`config.mk`:
```
export PLATFORM = sky130hd
export DESIGN_NAME = program_loader
export DESIGN_NICKNAME = d
export VERILOG_FILES = /design/src/rtl/program_loader_pkg.sv /design/src/rtl/program_loader.sv
export SDC_FILE = /design/constraint.sdc
export NUM_CORES = 1
export LEC_CHECK = 0
export ABC_AREA = 1
export BUFFER_PORTS_ARGS = -buffer_cell sky130_fd_sc_hd__buf_2
export CAP_MARGIN = 20
export CELL_PAD_IN_SITES_DETAIL_PLACEMENT = 1
export CELL_PAD_IN_SITES_GLOBAL_PLACEMENT = 2
export CORE_MARGIN = 2
export CORE_UTILIZATION = 29
export DETAILED_ROUTE_END_ITERATION = 6
export PLACE_DENSITY_LB_ADDON = 0.1
export SYNTH_ARGS = -nofsm -noshare
export SYNTH_HDL_FRONTEND = slang
export SYNTH_SLANG_ARGS = --single-unit
```
`constraint.sdc`:
```
create_clock -name clock -period 1.6 [get_ports clock]
set_input_delay 0.16 -clock clock [delete_from_list [all_inputs] [get_ports clock]]
set_output_delay 0.16 -clock clock [all_outputs]
set_load 0.03 [all_outputs]
```
`src/rtl/program_loader_pkg.sv`:
```
// Shared definitions for the program loader and the instruction memory:
// loader state encoding, frame format, RAM geometry and opcodes.
package program_loader_pkg;

  typedef enum logic [2:0] {
    ST_IDLE  = 3'd0,
    ST_LEN   = 3'd1,
    ST_DATA  = 3'd2,
    ST_CSUM  = 3'd3,
    ST_DONE  = 3'd4,
    ST_ERROR = 3'd5
  } loader_state_t;

  // RAM geometry
  localparam int RAM_DEPTH  = 256;
  localparam int RAM_WIDTH  = 8;
  localparam int RAM_ADDR_W = 8;

  // Frame format: a length byte of zero announces a full 256-byte image,
  // and the trailer makes the two's-complement sum of payload + trailer zero.
  localparam logic [7:0] LEN_FULL = 8'd0;
  localparam int         COUNT_W  = 9;

  // Opcodes shared by the instruction memory and loader tests
  localparam logic [7:0] EN0   = 8'h00;
  localparam logic [7:0] EN1   = 8'h01;
  localparam logic [7:0] EN2   = 8'h02;
  localparam logic [7:0] EN3   = 8'h03;
  localparam logic [7:0] LOADA = 8'h04;
  localparam logic [7:0] LOADB = 8'h05;
  localparam logic [7:0] MUL   = 8'h06;
  localparam logic [7:0] ACC   = 8'h07;
  localparam logic [7:0] STORE = 8'h08;
  localparam logic [7:0] INC   = 8'h09;
  localparam logic [7:0] JUMP  = 8'h0A;
  localparam logic [7:0] JUMZ  = 8'h0B;
  localparam logic [7:0] JUMNZ = 8'h0C;

  function automatic logic [COUNT_W-1:0] frame_count(input logic [7:0] len);
    return (len == LEN_FULL) ? COUNT_W'(RAM_DEPTH) : {1'b0, len};
  endfunction

  function automatic logic csum_ok(input logic [7:0] sum, input logic [7:0] trailer);
    logic [7:0] total;
    total = sum + trailer;
    return (total == 8'd0);
  endfunction

endpackage

```
`src/rtl/program_loader.sv`:
```
// Parses a length-prefixed, checksummed program frame from a byte stream,
// writes the payload into the instruction RAM and holds the cores until it verifies.
module program_loader
  import program_loader_pkg::*;
#(
  parameter int                ADDR_W    = 8,
  parameter int                DATA_W    = 8,
  parameter logic [ADDR_W-1:0] BASE_ADDR = '0
) (
  input  logic              clock,
  input  logic              reset,
  input  logic              start,
  input  logic [DATA_W-1:0] rx_data,
  input  logic              rx_valid,
  output logic              rx_ready,
  output logic              write_en_file,
  output logic [DATA_W-1:0] instr_file,
  output logic [ADDR_W-1:0] addr_file,
  output logic              core_hold,
  output logic              load_done,
  output logic              load_error
);

  loader_state_t      state_q, state_d;
  logic [COUNT_W-1:0] count_q;
  logic [ADDR_W-1:0]  addr_q;
  logic [DATA_W-1:0]  sum_q;
  logic               xfer;

  assign xfer = rx_valid & rx_ready;

  // NOTE: sequential state uses non-blocking (<=) so every register samples
  // pre-edge values; blocking here would create order-dependent simulation.
  always_ff @(posedge clock) begin
    if (reset) state_q <= ST_IDLE;
    else       state_q <= state_d;
  end

  // NOTE: state_d gets a default before the case so no path leaves it
  // unassigned, which would otherwise infer a latch.
  always_comb begin
    state_d = state_q;
    unique case (state_q)
      ST_IDLE, ST_DONE, ST_ERROR: if (start) state_d = ST_LEN;
      ST_LEN:  if (xfer) state_d = ST_DATA;
      ST_DATA: if (xfer && count_q == COUNT_W'(1)) state_d = ST_CSUM;
      ST_CSUM: if (xfer) state_d = csum_ok(sum_q, rx_data) ? ST_DONE : ST_ERROR;
      default: state_d = ST_IDLE;
    endcase
  end

  // Status outputs are pure functions of the state, so they settle one
  // cycle after the transfer that moved the FSM.
  always_comb begin
    rx_ready   = 1'b0;
    core_hold  = 1'b1;
    load_done  = 1'b0;
    load_error = 1'b0;
    unique case (state_q)
      ST_LEN, ST_DATA, ST_CSUM: rx_ready = 1'b1;
      ST_DONE: begin
        core_hold = 1'b0;
        load_done = 1'b1;
      end
      ST_ERROR: load_error = 1'b1;
      default: ;
    endcase
  end

  // Datapath: the write strobe defaults low every cycle so a single payload
  // transfer yields exactly one strobe, and reset cancels a pending one.
  always_ff @(posedge clock) begin
    if (reset) begin
      count_q       <= '0;
      addr_q        <= BASE_ADDR;
      sum_q         <= '0;
      write_en_file <= 1'b0;
      instr_file    <= '0;
      addr_file     <= '0;
    end else begin
      write_en_file <= 1'b0;
      unique case (state_q)
        ST_LEN: if (xfer) begin
          count_q <= frame_count(rx_data);
          addr_q  <= BASE_ADDR;
          sum_q   <= '0;
        end
        ST_DATA: if (xfer) begin
          write_en_file <= 1'b1;
          instr_file    <= rx_data;
          addr_file     <= addr_q;
          addr_q        <= addr_q + 1'b1;
          sum_q         <= sum_q + rx_data;
          count_q       <= count_q - 1'b1;
        end
        default: ;
      endcase
    end
  end

endmodule
```
==> results of run 1 <==
==> sequential cells by signal, indices dropped and copies added (netlist names) <==
register       count
addr_file          8
addr_q             8
count_q            9
instr_file         8
state_q            3
sum_q              8
write_en_file      1
==> placed cells by master, fill, tap and decap left out, drive strengths merged <==
| cell | Yosys | layout |
|---|---|---|
| buf | 5 | 67 |
| nand2 | 56 | 56 |
| dfxtp | 45 | 45 |
| inv | 44 | 45 |
| nor2 | 43 | 43 |
| o21ai | 35 | 35 |
| nand3 | 28 | 28 |
| a21oi | 21 | 21 |
| ha | 10 | 10 |
| clkbuf | 4 | 7 |
| a22o | 6 | 6 |
| nor3 | 4 | 4 |
| xor2 | 4 | 4 |
| o22ai | 2 | 2 |
| nor4 | 2 | 2 |
| a31oi | 2 | 2 |
| xnor2 | 2 | 2 |
| or2 | 2 | 2 |
| o32ai | 2 | 2 |
| a22oi | 1 | 1 |
| nand3b | 1 | 1 |
| clkinv | 1 | 1 |
| o211a | 1 | 1 |
| a211oi | 1 | 1 |
| o211ai | 1 | 1 |
| mux2i | 1 | 1 |
| fa | 1 | 1 |
| clkinvlp | 0 | 1 |
==> stage by stage <==
step / power [W] / TNS [ns] / utilization (%) / instance area, µm² / setup slack (ns)
after floorplan: 0.00290 / -0.0598 / - / 2420 / -0.0598
after global placement: 0.00353 / -0.223 / 35.9 / 2920 / -0.168
after detailed placement: 0.00356 / -0.303 / 35.9 / 2920 / -0.210
after CTS: 0.00438 / -0.229 / 37.6 / 3060 / -0.189
after global routing: 0.00477 / -0.501 / 38.5 / 3130 / -0.352
final: 0.00437 / -0.226 / 38.5 / 3130 / -0.198
==> per-layer routing <==
metal  part of all wire, %  track usage, %  vias to the layer above
met5                     0               0                        -
met3                   2.2            2.61                        8
met4                   1.1            4.76                        0
li1                      -               -                     1202
met1                    49            23.7                     1105
met2                    47            28.8                       22
==> where the power goes <==
part / internal, W / switching (W)
sequential: 0.00132 / 0.000150
combinational: 0.000784 / 0.00133
clock: 0.000356 / 0.000426
total: 0.00246 / 0.00190
==> tightest hold or removal path: cells and delay by family <==
kind | cells | cell delay [ns]
buf+inv | 1 | 0.15
simple gates | 2 | 0.16
==> what timing repair did <==
item                       in CTS  in global routing
setup endpoints to repair       3                 12
cloned                          0                  0
pin swaps                       1                  1
resized for setup               7                 20
==> logic make-up after synthesis <==
kind of cell             after synthesis  share of synthesized area, %
AO/OA/AOI/OAI                         72                          18.4
buffers and inverters                 54                          9.61
XOR/XNOR                               6                          2.17
adder cells (fa/ha/maj)               11                          5.99
multiplexers                           1                         0.413
flip-flops                            45                          37.2
AND/OR/NAND/NOR                      136                          26.2
==> path summary, 6_finish.rpt <==
check | end | cells after the start | startpoint
worst min register to register | sum_q[3]$_SDFFE_PP0P_ | 2 | sum_q[3]$_SDFFE_PP0P_
worst max-delay path | state_q[0]$_SDFFE_PP0P_ | 11 | sum_q[0]$_SDFFE_PP0P_
worst min-delay path | instr_file[7]$_SDFFE_PP0P_ | 3 | rx_data[7]
worst max register to register | state_q[0]$_SDFFE_PP0P_ | 11 | sum_q[0]$_SDFFE_PP0P_
==> area by class of cell <==
type                       count  area (µm²)
timing repair buffer          68         433
tap                          105         131
inverter                      45         173
sequential                    45         908
multi-input combinational    226        1380
fill                        1025        5010
clock inverter                 2        16.3
clock buffer                   6        82.6
==> impl_metrics.sql, run 1 <==
INSERT INTO impl_metrics (metric_group, metric, value, unit) VALUES
('global_routing', 'grt_pass1_wl', '12000', 'µm'),
('clocking', 'cts_buffer_depth', '2', ''),
('placed_design', 'buffer_ports.inserted', '32', ''),
('placed_design', 'gp_congestion', '0.714', ''),
('clocking', 'h-tree-depth', '2', ''),
('run_status', 'status', 'finished with violations', ''),
('worst_setup_path', 'worstPathArrival', '1.99', 'ns'),
('synth', 'ys.warnings.count', '0', ''),
('floorplanning', 'die-width', '95.4', 'µm'),
('synth', 'synthesis.instances', '325', ''),
('worst_setup_path', 'cp_cell_sequence', 'ha_4, fa_2, xor2_1, nor2_1, nand3_1, nor2_1, nand2_1, nand2_1, nand2_1, nand2_2, a21oi_2', ''),
('finish', 'n_antenna_cell', '0', ''),
('worst_setup_path', 'start_kind', 'flip-flop', ''),
('routing', 'vias_per_std_cell', '4.70', ''),
('sta', 'worst_clock_skew_on_the_final_layout', '0.00789', 'ns'),
('placed_design', 'dpl.hpwl', '5530', 'µm'),
('synth', 'synth_top_cell_by_area', 'sky130_fd_sc_hd__dfxtp_1', ''),
('sta', 'max_slew.worst_pin.slew', '0.665', 'ns'),
('clocking', 'clk_transition_reported_paths', '0.09', 'ns'),
('placed_design', 'placed_cells_incl_taps', '489', ''),
('sta', 'maxSlewHeadroom', '55.6', '%'),
('global_routing', 'number_of_global_route_vias_before_repair', '2397', ''),
('worst_setup_path', 'crit_path_max_incr_delay', '0.37', 'ns'),
('routing', 'drt-pass1-iter-count', '4', ''),
('synth', 'synth.avg_cell_area', '7.45', 'µm²'),
('sta', 'setup_ws', '-0.198', 'ns'),
('clocking', 'clk_root_buffer_cell', 'sky130_fd_sc_hd__clkbuf_8', ''),
('worst_setup_path', 'cpMaxStageDelayCell', 'sky130_fd_sc_hd__fa_2', ''),
('sta', 'timing.final.setup_violations', '2', ''),
('routing', 'post-route-drc-count', '0', ''),
('floorplanning', 'floorplan.initialDensity', '29.8', '%'),
('sta', 'timing.final.crit_period', '1.80', 'ns'),
('sta', 'maxSlewViolCount', '0', ''),
('worst_setup_path', 'critical_path.top_delay_family', 'simple AND/OR/NAND/NOR gates', ''),
('finish', 'num-nets-final', '414', ''),
('power_and_ir_drop', 'irDropWorstVdd', '504', 'µV'),
('sta', 'grt_setup_unrepaired', 'yes', ''),
('floorplanning', 'fp-row-count', '33', ''),
('min_path', 'worstHoldPathType', 'primary input to flip-flop', ''),
('clocking', 'cts_setup_buffers', '0', ''),
('global_routing', 'antenna_violations_before_repair', '0', ''),
('sta', 'period_utilization_post_route', '112', '%'),
('floorplanning', 'core_area', '8130', 'µm²'),
('finish', 'stdcell_count', '497', ''),
('worst_setup_path', 'critPathKind', 'flip-flop to flip-flop', ''),
('sta', 'maxClockFrequency', '0.556', 'GHz'),
('clocking', 'cts_buffers', '5', ''),
('synth', 'synth_top_area_share', '37.2', '%'),
('finish', 'layout-drive-gt1-share', '31.9', '%'),
('synth', 'synth.cells.most_frequent', 'sky130_fd_sc_hd__nand2_1, sky130_fd_sc_hd__dfxtp_1, sky130_fd_sc_hd__inv_1', ''),
('floorplanning', 'io_pins', '33', ''),
('routing', 'postRouteAntennaNets', '0', ''),
('synth', 'synth_most_common_cell', 'sky130_fd_sc_hd__nand2_1', ''),
('finish', 'area_delta_synth_final', '29.2', '%'),
('global_routing', 'groute.usage.overall', '17.4', '%'),
('synth', 'synth_cell_types', '41', ''),
('routing', 'detail_route.wirelength', '7100', 'µm'),
('routing', 'routed-via-count', '2337', ''),
('sta', 'report.final.hold_viol_count', '0', ''),
('worst_setup_path', 'critical_path.max_fanout', '3', ''),
('power_and_ir_drop', 'power_per_cell_area', '1400', 'nW/µm²'),
('floorplanning', 'die-height', '95.4', 'µm'),
('power_and_ir_drop', 'leakage', '1.43', 'nW'),
('synth', 'yosys_register_bits', '45', ''),
('worst_setup_path', 'timing.critical_path.to_type', 'flip-flop', ''),
('routing', 'wire_per_inst', '14.3', 'µm'),
('run_status', 'violations_in_the_final_reports', 'setup timing', ''),
('synth', 'syn-num-nets', '348', ''),
('synth', 'synth_sequential_area_ratio', '37.2', '%'),
('job', 'maxCapViolations', '0', ''),
('synth', 'cell_area_after_synthesis', '2420', 'µm²');
Power figures use the tool's default switching activity.
==> inputs of run 2 (changes only) <==
--- a/config.mk
+++ b/config.mk
@@ -11,8 +11,10 @@
 export CELL_PAD_IN_SITES_DETAIL_PLACEMENT = 1
 export CELL_PAD_IN_SITES_GLOBAL_PLACEMENT = 2
 export CORE_MARGIN = 2
-export CORE_UTILIZATION = 29
+export CORE_UTILIZATION = 35
+export CTS_CLUSTER_SIZE = 12
 export DETAILED_ROUTE_END_ITERATION = 6
+export MAX_ROUTING_LAYER = met4
 export PLACE_DENSITY_LB_ADDON = 0.1
 export SYNTH_ARGS = -nofsm -noshare
 export SYNTH_HDL_FRONTEND = slang
==> constraint.sdc (replaced) <==
create_clock -name clock -period 2.1 [get_ports clock]
set_input_delay 0.21 -clock clock [delete_from_list [all_inputs] [get_ports clock]]
set_output_delay 0.21 -clock clock [all_outputs]
set_load 0.03 [all_outputs]
==> run 2 against run 1 <==
- the flow now finishes without violations
- sequential share of layout area rose by 3.7 points
- design area fell by 12%
- worst setup slack improved by 0.37 ns
- via count fell by 5.8%
- critical path type unchanged
==> impl_metrics.sql, run 2 (synthesized netlist as in run 1, its figures left out) <==
INSERT INTO impl_metrics (metric_group, metric, value, unit) VALUES
('run_status', 'status', 'completed', ''),
('power_and_ir_drop', 'seq_power_share', '35.6', '%'),
('routing', 'dr.first_iter.drc_count', '51', ''),
('power_and_ir_drop', 'power_frac_comb', '43.9', '%'),
('global_routing', 'groute.usage.overall', '19.1', '%'),
('finish', 'largest_reg_flops', '9', ''),
('global_routing', 'grt_pass1_wl', '10900', 'µm'),
('routing', 'drt-pass1-iter-count', '4', ''),
('sta', 'worst_clock_skew_on_the_final_layout', '0.00381', 'ns'),
('routing', 'vias_per_std_cell', '5.01', ''),
('sta', 'maxClockFrequency', '0.518', 'GHz'),
('clocking', 'cts_setup_buffers', '0', ''),
('finish', 'n_antenna_cell', '0', ''),
('worst_setup_path', 'crit_path_max_incr_delay', '0.44', 'ns'),
('placed_design', 'dpl.hpwl', '4930', 'µm'),
('finish', 'mostFrequentLayoutCells', 'sky130_fd_sc_hd__nand2_1, sky130_fd_sc_hd__dfxtp_1, sky130_fd_sc_hd__inv_1', ''),
('worst_setup_path', 'cp_cell_sequence', 'ha_1, fa_1, nand2_1, nand2_1, nand3_1, nand2_1, nand2_1, nand2_1, nor2_1, nand2_1, nand2_1, nand2_1, nand2_2, a21oi_2', ''),
('clocking', 'tritoncts', 'built', ''),
('routing', 'routed-via-count', '2201', ''),
('finish', 'area_delta_synth_final', '13.7', '%'),
('finish', 'multi_input_area', '1290', 'µm²'),
('worst_setup_path', 'critical_path.max_fanout', '3', ''),
('worst_setup_path', 'crit_top_cell', 'sky130_fd_sc_hd__nand2_1', ''),
('placed_design', 'buffer_ports.inserted', '32', ''),
('placed_design', 'gp_congestion', '0.765', ''),
('worst_setup_path', 'critical_path.top_delay_family', 'simple AND/OR/NAND/NOR gates', ''),
('finish', 'layout-drive-gt1-share', '19.5', '%'),
('sta', 'grt_setup_unrepaired', 'no', ''),
('sta', 'period_utilization_post_route', '91.9', '%'),
('worst_setup_path', 'timing.critical_path.to_type', 'flip-flop', ''),
('power_and_ir_drop', 'leakage', '1.27', 'nW'),
('power_and_ir_drop', 'p_total', '0.00314', 'W'),
('sta', 'maxSlewHeadroom', '55.4', '%'),
('clocking', 'hold_buffers', '0', ''),
('sta', 'timing.final.crit_period', '1.93', 'ns'),
('floorplanning', 'die-width', '87.2', 'µm'),
('finish', 'layout_commonest_cell', 'sky130_fd_sc_hd__nand2_1', ''),
('clocking', 'clk_root_buffer_cell', 'sky130_fd_sc_hd__clkbuf_8', ''),
('routing', 'wire_per_inst', '14.8', 'µm'),
('power_and_ir_drop', 'power_per_cell_area', '1140', 'nW/µm²'),
('finish', 'fillCellCount', '882', ''),
('power_and_ir_drop', 'clkPwrFrac', '20.5', '%'),
('floorplanning', 'core_area', '6760', 'µm²'),
('clocking', 'cts.repair.resized', '0', ''),
('finish', 'stdcell_count', '439', ''),
('routing', 'postRouteAntennaNets', '0', ''),
('power_and_ir_drop', 'power.net_switching', '0.00135', 'W'),
('power_and_ir_drop', 'intPower', '0.00179', 'W'),
('sta', 'setup_total_negative_slack', '0', 'ns'),
('power_and_ir_drop', 'irDropWorstVdd', '392', 'µV'),
('clocking', 'cts_buffer_depth', '2', ''),
('global_routing', 'grt_max_degree', '27', ''),
('min_path', 'worstHoldPathType', 'primary input to flip-flop', ''),
('sta', 'maxSlewViolCount', '0', ''),
('power_and_ir_drop', 'switching_share', '42.9', '%'),
('floorplanning', 'die-height', '87.2', 'µm'),
('finish', 'sequential_cell_area', '901', 'µm²'),
('finish', 'num-nets-final', '382', ''),
('global_routing', 'number_of_global_route_vias_before_repair', '2128', ''),
('clocking', 'clk_latency', '0.30', 'ns'),
('finish', 'registers.top_by_ff_count', 'count_q', ''),
('sta', 'max_slew.worst_pin.slew', '0.668', 'ns'),
('sta', 'setup_ws', '0.170', 'ns'),
('floorplanning', 'fp-row-count', '30', ''),
('clocking', 'cts_sinks', '45', ''),
('floorplanning', 'io_pins', '33', ''),
('clocking', 'h-tree-depth', '2', ''),
('global_routing', 'antenna_violations_before_repair', '0', ''),
('worst_setup_path', 'critPathRequiredTime', '2.29', 'ns'),
('job', 'maxCapViolations', '0', ''),
('worst_setup_path', 'cp_num_buf_inv', '0', ''),
('clocking', 'cts_buffers', '5', ''),
('floorplanning', 'floorplan.initialDensity', '35.8', '%'),
('sta', 'report.final.hold_viol_count', '0', ''),
('placed_design', 'worst_slack_placed', '0.126', 'ns'),
('sta', 'timing.final.setup_violations', '0', ''),
('worst_setup_path', 'start_kind', 'flip-flop', ''),
('worst_setup_path', 'critPathKind', 'flip-flop to flip-flop', ''),
('global_routing', 'grt_overflow_total', '0', ''),
('routing', 'detail_route.wirelength', '6510', 'µm'),
('placed_design', 'placed_cells_incl_taps', '432', ''),
('floorplanning', 'area_enclosed_by_the_die_boundary', '7600', 'µm²'),
('routing', 'post-route-drc-count', '0', ''),
('worst_setup_path', 'cpMaxStageDelayCell', 'sky130_fd_sc_hd__fa_1', ''),
('worst_setup_path', 'worstPathArrival', '2.12', 'ns'),
('clocking', 'clk_transition_reported_paths', '0.08', 'ns');
[run 2: changes by cell type in the layout (fill, tap and decap cells not counted), sizes merged]
| cell | delta |
|---|---|
| buf | -31 |
| clkbuf | -2 |
| bufinv | +1 |
| clkinv | +1 |
| clkinvlp | -1 |
| inv | -1 |
[run 2: metal layers]
layer / vias to the layer above / part of all wire (%) / global-route usage [%]
met5: - / 0 / -
met4: 0 / 0.68 / 3.78
met3: 7 / 2.6 / 4.27
met2: 21 / 44 / 27.9
met1: 1041 / 53 / 27.2
li1: 1132 / - / -
[run 2: worst reg2reg max path, delay by kind of cell (launching register included)]
family / cells / cell delay, ns
simple gates: 11 / 0.82
fa+ha+maj: 2 / 0.66
compound gates: 1 / 0.04
flops: 1 / 0.32
[run 2: cell type report]
type / count / area share [%]
clock buffer: 5 / 2.50
multi-input combinational: 226 / 46.8
tap: 80 / 3.64
inverter: 45 / 6.18
clock inverter: 2 / 1.27
timing repair buffer: 36 / 6.91
sequential: 45 / 32.7
[run 2: power groups by stage]
| stage | Sequential (W) | Combinational, W | Clock, W |
|---|---|---|---|
| after CTS | 0.00112 | 0.00140 | 0.000670 |
| after global routing | 0.00114 | 0.00154 | 0.000707 |
| final | 0.00112 | 0.00138 | 0.000643 |
| after floorplan | 0.00124 | 0.000968 | 0 |
| after detailed placement | 0.00114 | 0.00139 | 0 |
| after global placement | 0.00114 | 0.00138 | 0 |
[run 2: final timing paths]
| path | from | end | slack, ns | cells past startpoint |
|---|---|---|---|---|
| min reg2reg | sum_q[4]$_SDFFE_PP0P_ | sum_q[4]$_SDFFE_PP0P_ | 0.47 | 2 |
| max reg2reg | sum_q[0]$_SDFFE_PP0P_ | state_q[0]$_SDFFE_PP0P_ | 0.17 | 14 |
| min | rx_data[4] | instr_file[4]$_SDFFE_PP0P_ | 0.20 | 3 |
| max | sum_q[0]$_SDFFE_PP0P_ | state_q[0]$_SDFFE_PP0P_ | 0.17 | 14 |
[run 2: stage by stage]
stage          hold WS [ns]  cell area [µm²]  utilization (%)
6_report              0.205             2750             40.7
5_1_grt               0.229             2750             40.7
3_5_place_dp          0.466             2650             39.2
2_1_floorplan         0.301             2420                -
4_1_cts               0.199             2750             40.7
3_3_place_gp          0.452             2650             39.2
